--- src/rtl/iter_accum_pkg.sv ---
// iter_accum_pkg: shared definitions for the iterative accumulation datapath.
//   - Mode encodings (sum / unsigned max / unsigned min; 2'b11 behaves as sum).
//   - Control FSM state encoding.
//   - Helper that selects the fold identity for a mode (all-ones only for min).
package iter_accum_pkg;

  localparam logic [1:0] MODE_SUM = 2'b00;
  localparam logic [1:0] MODE_MAX = 2'b01;
  localparam logic [1:0] MODE_MIN = 2'b10;
  localparam logic [1:0] MODE_RSV = 2'b11;

  typedef enum logic [1:0] {
    ST_IDLE  = 2'd0,
    ST_ACCUM = 2'd1,
    ST_DONE  = 2'd2
  } state_e;

  // The fold identity is 0 for sum and max, and all-ones for min.
  // Callers expand the returned bit to any width with {WIDTH{bit}}.
  function automatic logic identity_is_ones(input logic [1:0] mode);
    return (mode == MODE_MIN);
  endfunction

endpackage

--- src/rtl/iter_accum_alu.sv ---
// iter_accum_alu: combinational fold step, next_acc = op(acc, s_data).
//   mode     in  : fold operation (MODE_SUM / MODE_MAX / MODE_MIN, 11 = sum)
//   acc      in  : current accumulator
//   s_data   in  : incoming sample
//   next_acc out : folded value
//   carry    out : carry out of the WIDTH-bit sum (0 for max/min)
// Build option: ACC_SAT_EN -- when defined, a sum carry clamps next_acc to
// all-ones instead of wrapping. A saturated accumulator stays saturated
// because any further non-zero addend carries again.
module iter_accum_alu
  import iter_accum_pkg::*;
#(
  parameter int WIDTH = 32
) (
  input  logic [1:0]       mode,
  input  logic [WIDTH-1:0] acc,
  input  logic [WIDTH-1:0] s_data,
  output logic [WIDTH-1:0] next_acc,
  output logic             carry
);

  logic [WIDTH:0] sum_ext;
  assign sum_ext = {1'b0, acc} + {1'b0, s_data};

  always_comb begin
    next_acc = acc;
    carry    = 1'b0;
    case (mode)
      // Ties keep the current accumulator.
      MODE_MAX: if (s_data > acc) next_acc = s_data;
      MODE_MIN: if (s_data < acc) next_acc = s_data;
      default: begin
        carry = sum_ext[WIDTH];
`ifdef ACC_SAT_EN
        next_acc = sum_ext[WIDTH] ? {WIDTH{1'b1}} : sum_ext[WIDTH-1:0];
`else
        next_acc = sum_ext[WIDTH-1:0];
`endif
      end
    endcase
  end

endmodule

--- src/rtl/iter_accum_dp.sv ---
// iter_accum_dp: folds N samples into one result (sum / max / min).
//   clk, rst_n        : clock, asynchronous active-low reset
//   start/count/mode  : run request, sampled only while ready (IDLE)
//   s_valid/s_data    : sample stream in; s_ready high only in ACCUM
//   result            : final value, held until the next run completes
//   result_valid      : one-cycle pulse when result updates
//   ready             : high in IDLE
//   iter              : samples accepted in the current run
//   overflow          : sticky sum carry for the current run, cleared on start
// Build option: ACC_SAT_EN (see iter_accum_alu) selects saturating sums.
// FSM: IDLE -> ACCUM (count>0) or DONE (count==0); ACCUM -> DONE on the
// last accepted sample; DONE lasts one cycle and registers the result.
module iter_accum_dp
  import iter_accum_pkg::*;
#(
  parameter int WIDTH = 32,
  parameter int CNT_W = 8
) (
  input  logic             clk,
  input  logic             rst_n,
  input  logic             start,
  input  logic [CNT_W-1:0] count,
  input  logic [1:0]       mode,
  input  logic             s_valid,
  input  logic [WIDTH-1:0] s_data,
  output logic             s_ready,
  output logic [WIDTH-1:0] result,
  output logic             result_valid,
  output logic             ready,
  output logic [CNT_W-1:0] iter,
  output logic             overflow
);

  state_e           state_q, state_d;
  logic [CNT_W-1:0] cnt_q, cnt_d;
  logic [1:0]       mode_q, mode_d;
  logic [WIDTH-1:0] acc_q, acc_d;
  logic [CNT_W-1:0] iter_q, iter_d;
  logic             overflow_q, overflow_d;
  logic [WIDTH-1:0] result_q, result_d;
  logic             result_valid_q, result_valid_d;

  logic [WIDTH-1:0] alu_acc;
  logic             alu_carry;

  iter_accum_alu #(.WIDTH(WIDTH)) u_alu (
    .mode     (mode_q),
    .acc      (acc_q),
    .s_data   (s_data),
    .next_acc (alu_acc),
    .carry    (alu_carry)
  );

  always_comb begin
    state_d        = state_q;
    cnt_d          = cnt_q;
    mode_d         = mode_q;
    acc_d          = acc_q;
    iter_d         = iter_q;
    overflow_d     = overflow_q;
    result_d       = result_q;
    result_valid_d = 1'b0;
    case (state_q)
      ST_IDLE: begin
        if (start) begin
          cnt_d      = count;
          mode_d     = mode;
          iter_d     = '0;
          overflow_d = 1'b0;
          acc_d      = {WIDTH{identity_is_ones(mode)}};
          state_d    = (count == '0) ? ST_DONE : ST_ACCUM;
        end
      end
      ST_ACCUM: begin
        if (s_valid) begin
          acc_d      = alu_acc;
          iter_d     = iter_q + 1'b1;
          overflow_d = overflow_q | alu_carry;
          // cnt_q is non-zero here, so cnt_q - 1 cannot underflow.
          if (iter_q == cnt_q - 1'b1) state_d = ST_DONE;
        end
      end
      ST_DONE: begin
        result_d       = acc_q;
        result_valid_d = 1'b1;
        state_d        = ST_IDLE;
      end
      default: state_d = ST_IDLE;
    endcase
  end

  always_ff @(posedge clk or negedge rst_n) begin
    if (!rst_n) begin
      state_q        <= ST_IDLE;
      cnt_q          <= '0;
      mode_q         <= MODE_SUM;
      acc_q          <= '0;
      iter_q         <= '0;
      overflow_q     <= 1'b0;
      result_q       <= '0;
      result_valid_q <= 1'b0;
    end else begin
      state_q        <= state_d;
      cnt_q          <= cnt_d;
      mode_q         <= mode_d;
      acc_q          <= acc_d;
      iter_q         <= iter_d;
      overflow_q     <= overflow_d;
      result_q       <= result_d;
      result_valid_q <= result_valid_d;
    end
  end

  // Handshake outputs decode straight from the state flop.
  assign ready        = (state_q == ST_IDLE);
  assign s_ready      = (state_q == ST_ACCUM);
  assign result       = result_q;
  assign result_valid = result_valid_q;
  assign iter         = iter_q;
  assign overflow     = overflow_q;

endmodule

--- config.mk ---
export PLATFORM = sky130hd
export DESIGN_NAME = iter_accum_dp
export DESIGN_NICKNAME = d
export VERILOG_FILES = /design/src/rtl/iter_accum_pkg.sv /design/src/rtl/iter_accum_alu.sv /design/src/rtl/iter_accum_dp.sv
export SDC_FILE = /design/constraint.sdc
export NUM_CORES = 1
export LEC_CHECK = 0
export ABC_CLOCK_PERIOD_IN_PS = 8500
export CORE_UTILIZATION = 50
export CTS_BUF_LIST = sky130_fd_sc_hd__clkbuf_8
export CTS_CLUSTER_DIAMETER = 50
export DETAILED_ROUTE_END_ITERATION = 8
export PLACE_DENSITY = 0.85
export SYNTH_ARGS = -nofsm -noshare
export SYNTH_HDL_FRONTEND = slang
export SYNTH_HIERARCHICAL = 1
export SYNTH_SLANG_ARGS = --single-unit
--- constraint.sdc ---
create_clock -name clk -period 8.5 [get_ports clk]
set_clock_uncertainty 0.05 [all_clocks]
set_input_delay 0.85 -clock clk [delete_from_list [all_inputs] [get_ports clk]]
set_output_delay 0.85 -clock clk [all_outputs]
set_load 0.02 [all_outputs]
=== Word-level counts from Yosys, hierarchy flattened ===
Cells that the tools add are included.

* Register bits: 86
* Latch bits: 0
* Bits in writable memories: 0
* Memory bits (read-only): 0
* Input port bits: 46
* Output and inout port bits: 44
* Word-level logic and storage cells: 52
* Memories: 0

* Add/sub/neg operators: 3
* Multiply operators: 0
* Div/mod/pow operators: 0
* $lt $le $gt $ge: 2
* Equality and inequality tests: 11
* Shift-type cells: 0
* Mux-type cells: 19
* Bitwise logic cells: 1
* Reduce and logical (&&, ||, !) cells: 8

{| class="wikitable"
|+ Operator list
! operator !! number
|-
| 2-to-1 mux 32 bit || 4
|-
| case mux 32 bit (2 select lines) || 2
|-
| adder 32 x 32 -> 33 bit || 1
|-
| greater-than comparator 32 bit || 1
|-
| < comparator 32 bit || 1
|-
| 2-to-1 mux 8 bit || 2
|-
| case mux 8 bit (2 select lines) || 1
|-
| adder 8 x 1 -> 8 bit (second input constant) || 1
|-
| equality test 8 bit || 1
|-
| logical NOT 8 bit || 1
|-
| 2-to-1 mux 2 bit || 4
|-
| subtractor 8 x 1 -> 8 bit (second input constant) || 1
|-
| equality test 2 bit (second input constant) || 3
|-
| != test 3 x 2 -> 1 bit (second input constant) || 2
|-
| AND reduction 3 bit || 2
|-
| AND reduction 5 bit || 1
|-
| equality test 2 x 1 -> 1 bit (second input constant) || 2
|-
| 2-to-1 mux 1 bit || 4
|-
| != test 2 bit (second input constant) || 2
|-
| case mux 2 bit (2 select lines) || 1
|-
| logical NOT 2 bit || 1
|-
| != test 2 x 1 -> 1 bit (second input constant) || 1
|-
| case mux 1 bit (2 select lines) || 1
|-
| AND reduction 2 bit || 1
|-
| 3 further kinds || 3
|}

=== Longest topological paths before layout ===
* Depth in word-level cells: 6
* Depth in mapped cells: 14
* Depth with buffers taken out: 12

=== Hierarchy ===
The synthesis kept the hierarchy.

{| class="wikitable"
|+ By module, submodules not included
! module !! times used !! cells an instance !! area an instance (um^2) !! seq. area each (um^2)
|-
| iter_accum_dp || 1 || 326 || 3658.5 || 2152.1
|-
| iter_accum_alu || 1 || 474 || 3329.4 || 0.0
|}

=== Worst setup path after synthesis ===
No wires, ideal clock.

* Path kind: input to register
* Start point: input s_data[3]
* End point: register acc_q[23]
* Setup time: 0.133 ns
* Arrival: 3.486 ns
* Data required time: 8.317 ns
* Path slack: 4.831 ns
* Cell stages on the path: 12
* Path buffers: 1
* Cells stage by stage: ha_1 > clkbuf_1 > nor2_1 > a221oi_1 > a21oi_1 > o41ai_2 > o21ai_1 > a21oi_1 > mux2_2 > a221o_1 > a21oi_1 > o21ai_0

* Word-level cells in the longest chain between the ends: 4
* Elaborated cells between the ends (all ways): 9
* Those cells by class: add/sub: 1; order compare: 2; eq/ne: 2; mux: 3; reduce/logical: 1

{| class="wikitable"
|+ Ends and longest elaborated chain
! item !! RTL line !! RTL
|-
| start: declaration || iter_accum_dp.sv:25 || <nowiki>input logic [WIDTH-1:0] s_data,</nowiki>
|-
| adder 32 x 32 -> 33 bit || iter_accum_alu.sv:23 || <nowiki>assign sum_ext = {1'b0, acc} + {1'b0, s_data};</nowiki>
|-
| case mux 32 bit (2 select lines) || iter_accum_alu.sv:28 || <nowiki>case (mode)</nowiki>
|-
| net alu_acc[23] || iter_accum_dp.sv:43 || <nowiki>logic [WIDTH-1:0] alu_acc;</nowiki>
|-
| 2-to-1 mux 32 bit || iter_accum_dp.sv:75 || <nowiki>if (s_valid) begin</nowiki>
|-
| case mux 32 bit (2 select lines) || iter_accum_dp.sv:63 || <nowiki>case (state_q)</nowiki>
|-
| end signal: assignment || iter_accum_dp.sv:97 || <nowiki>acc_q <= '0;</nowiki>
|-
| end signal: assignment || iter_accum_dp.sv:106 || <nowiki>acc_q <= acc_d;</nowiki>
|-
| end: declaration || iter_accum_dp.sv:37 || <nowiki>logic [WIDTH-1:0] acc_q, acc_d;</nowiki>
|}

The timed path passes the listed nets, and every way through them passes these cells. The select of a mux whose other input is x is not followed.
A chain may end at the register's enable or synchronous reset.

=== Worst setup path after layout ===
* Start point: input s_data[13]
* End point: register acc_q[20]

The elaborated chain is that of the path after synthesis.

==> impl_summary.md <==
CTS
In this run, post-CTS repair resized a total of 0 instances. The buffer levels on the longest clock path is 2. The tree is rooted in a clkbuf_8. In this run the number of H-tree levels came out at 3. Clock-pin slew was measured on the worst setup and hold paths at 80 ps. TritonCTS built the clock tree. The number of buffers inserted for hold repair after clock tree synthesis is 0.

The clock latency on the worst-skew pair is about 380 ps. Buffers inserted during clock tree synthesis total 9. The number of setup buffers added after CTS is 0. The total clock sinks is 86.

Routing
The final layout contains routed wiring with a total length of between 15 and 20 mm. After the first detailed-routing iteration, the DRC count stood at between 400 and 500. The number of iterations in the first detailed-routing pass is 5. For this block, the via count after detailed routing is 6236.

Using the TritonRoute via totals, the vias-per-cell ratio works out to between 5 and 6. The wire length per cell after detailed routing is roughly 17 um. The remaining antenna violation count is 0. The post-route DRC violation count is 0.

Global route
The via count of the first global-routing pass was between 5000 and 6000. The global router's overall resource usage is between 20% and 30%. Entering global routing, the biggest net connects just under 70 pins. The first global-routing pass estimated ~29 mm of wire.

The initial antenna violation count is 0. Global routing finished with a remaining overflow of 0.

Floorplan
The initialized floorplan defines between 40 and 50 standard-cell rows. 90 I/O pins were placed. The die area is 0.0145 mm2. The floorplan step set the die height to ~120 um. Once the floorplan was initialized, standard cells occupied 51.9% of the core. The area inside the core boundary is between 0.01 and 0.015 mm2. The die extent in x is approximately 120 um.

Critical path
The number of buffers and inverters on the critical path is 1. Data on the critical path arrives at its endpoint at 4820 ps. Traced cell by cell, the critical path runs through clkdlybuf4s50_1 -> ha_1 -> nand4_1 -> or4_4 -> or4_4 -> o21a_2 -> o22ai_2 -> a22oi_1 -> nand2_1 -> a21oi_1 -> o21ai_0. The maximum single-stage delay on the critical path is between 900 and 1000 ps. The cell occurring most often along the worst timing path is or4_4. The standard cell with the maximum stage delay on the critical path is o22ai_2. STA classifies the critical path endpoint as a flop.

The worst setup path is launched from a primary input. The startpoint-to-endpoint class of the critical path is primary input to flop. The largest fanout on the critical path is 24. The worst path required time is around 8800 ps.

Among cell families on the critical path, the largest total delay comes from compound AO/OA/AOI/OAI gates.

Cells and area
The area growth from synthesis to final layout is 16.8%. The count of filler cells inserted in the layout is between 1000 and 1500. The post-layout instance count excluding filler cells is between 1000 and 1500. The post-layout utilization of the core is 60.7%. In the final layout, the share of cells above drive strength 1 is between 10% and 20%.

The layout net count is 980. The final antenna diode count is 0. The top cell types in the final layout, fill and taps aside, are clkdlybuf4s50_1 (88), dfrtp_1 (86), a21oi_1 (78), ha_1 (68), nand2_1 (64). The library cell used most frequently in the layout, excluding fill and tap cells, is clkdlybuf4s50_1.

Timing
Headroom to the max-slew limit came out at 10.1%. The final total negative setup slack is 0 ps. The pin slew with the least headroom to its limit is around 1300 ps.

The final-layout worst hold slack is 379 ps. Setup repair after global routing left no endpoint under its margin. The fmax is 219 MHz. The number of hold-slack violations in the final timing report was 0. The ratio of final minimum period to clock period is around 54%. Setup violations remaining at the end of the flow were counted as 0.

The final-report max-slew violation count came to 0. The smallest clock period supported by the final layout is computed as between 4000 and 5000 ps.

Synthesis
Of all flip-flops after synthesis, the portion carrying an async set or reset was 100%. The average instance in the mapped netlist occupies 8.73 um2. The number of synthesized flops with an enable pin is 0.

The total nets after synthesis is roughly 920. The synthesized netlist contains 72 unique library cells. The netlist area before placement is roughly 0.007 mm2. The most common flop cell mapped by yosys is dfrtp_1. The register bit count reported by yosys is 86. Yosys printed 6 warnings. After technology mapping, the gate count stands at 800. The sequential element share of the synthesized area is about 31%.

Power and ir drop
The final total power is ~2.8 mW. The worst-case IR drop observed on VDD is about 0.13 mV. The total power divided by cell area is 342 mW/mm2. The analysis attributes to cell leakage a power of about 3.5 nW.

Outcome
The run finished with clean final reports.

Place
Including well taps, the total number of placed cells is between 1000 and 1500. The count of buffers added on input and output ports is around 90. The post-detailed-placement half-perimeter wirelength is around 12 mm. The congestion estimate from routability-driven global placement came to 1.01.

Run
The max-capacitance violation count is 0.

Worst hold path
The worst hold path belongs to the class primary input to asynchronous set/reset pin.
## power by group
part	switching [mW]	internal, mW
clock network	0.154	0.111
logic	1.02	0.795
registers	0.159	0.553
total	1.34	1.46
## final cells by class
| class | instances | area (um2) | share of cell area [%] |
|---|---|---|---|
| clock buffer | 10 | 138 | 1.69 |
| clock inverter | 6 | 30.0 | 0.368 |
| inverter | 59 | 221 | 2.71 |
| multi-input combinational | 614 | 4470 | 54.7 |
| sequential | 86 | 2150 | 26.4 |
| tap | 176 | 220 | 2.70 |
| timing repair buffer | 95 | 933 | 11.4 |
## kinds of logic (layout without fill, tap and decap cells)
group / count (synthesis) / in the layout / share of synthesized area [%]
XOR/XNOR: 38 / 38 / 4.76
buffers and inverters: 100 / 170 / 5.66
multiplexers: 52 / 52 / 8.31
flip-flops: 86 / 86 / 30.8
AO/OA/AOI/OAI: 242 / 242 / 22.8
adder cells (fa/ha/maj): 69 / 69 / 12.5
AND/OR/NAND/NOR: 213 / 213 / 15.2
## sequential cells by signal, indices dropped and copies added (netlist names)
register / count
acc_q: 32
result: 32
cnt_q: 8
iter: 8
mode_q: 2
state_q: 2
overflow: 1
result_valid: 1
## per-layer routing
metal	GRT usage, %	part of all wire [%]	wire length, um	vias up
met4	7.95	1.9	335	0
met2	41.4	47	8160	209
met5	0	0	0	-
li1	-	-	-	3009
met3	3.96	5.5	972	29
met1	33.1	46	8040	2989
## through the flow
step / worst slack [ps] / cell area (um2)
global placement: 3650 / 8000
finish: 3930 / 8160
CTS: 3950 / 8160
detailed placement: 3570 / 8000
floorplan: 4830 / 6990
global route: 3770 / 8160
## cells in the mapped netlist (5+ instances only)
cell	count	area share (%)
o21a_1	5	0.54
a22oi_1	5	0.54
inv_1	59	3.2
or3_1	6	0.54
mux2_2	48	7.7
dfrtp_1	86	31
xor2_1	12	1.5
nand4_1	10	0.90
nand2_1	64	3.4
nor2_1	52	2.8
nor3_1	14	1.0
nand3_1	9	0.64
o211ai_1	12	1.3
a221oi_1	7	0.88
clkbuf_1	34	1.8
nor2b_1	13	1.2
o21ai_0	56	4.0
nor4_1	8	0.72
nand2b_1	14	1.3
xnor2_1	26	3.3
ha_1	68	12
a221o_1	17	2.4
o21ai_1	7	0.50
a21oi_1	78	5.6
o21bai_1	8	0.86
o31ai_1	6	0.64
## path summary, 6_finish.rpt
check                                       start                      to  slack [ps]  cells after the start
max                                    s_data[13]   acc_q[20]$_DFFE_PN0P_        3930                     11
min                                         rst_n  result[12]$_DFFE_PN0P_         380                      1
max reg2reg                 acc_q[13]$_DFFE_PN0P_   acc_q[20]$_DFFE_PN0P_        4410                     11
min reg2reg                result[25]$_DFFE_PN0P_  result[25]$_DFFE_PN0P_         460                      1
max in group asynchronous                   rst_n  result[30]$_DFFE_PN0P_        7030                      2
min in group clk           result[25]$_DFFE_PN0P_  result[25]$_DFFE_PN0P_         460                      1
(Power assumes the default switching activity.)
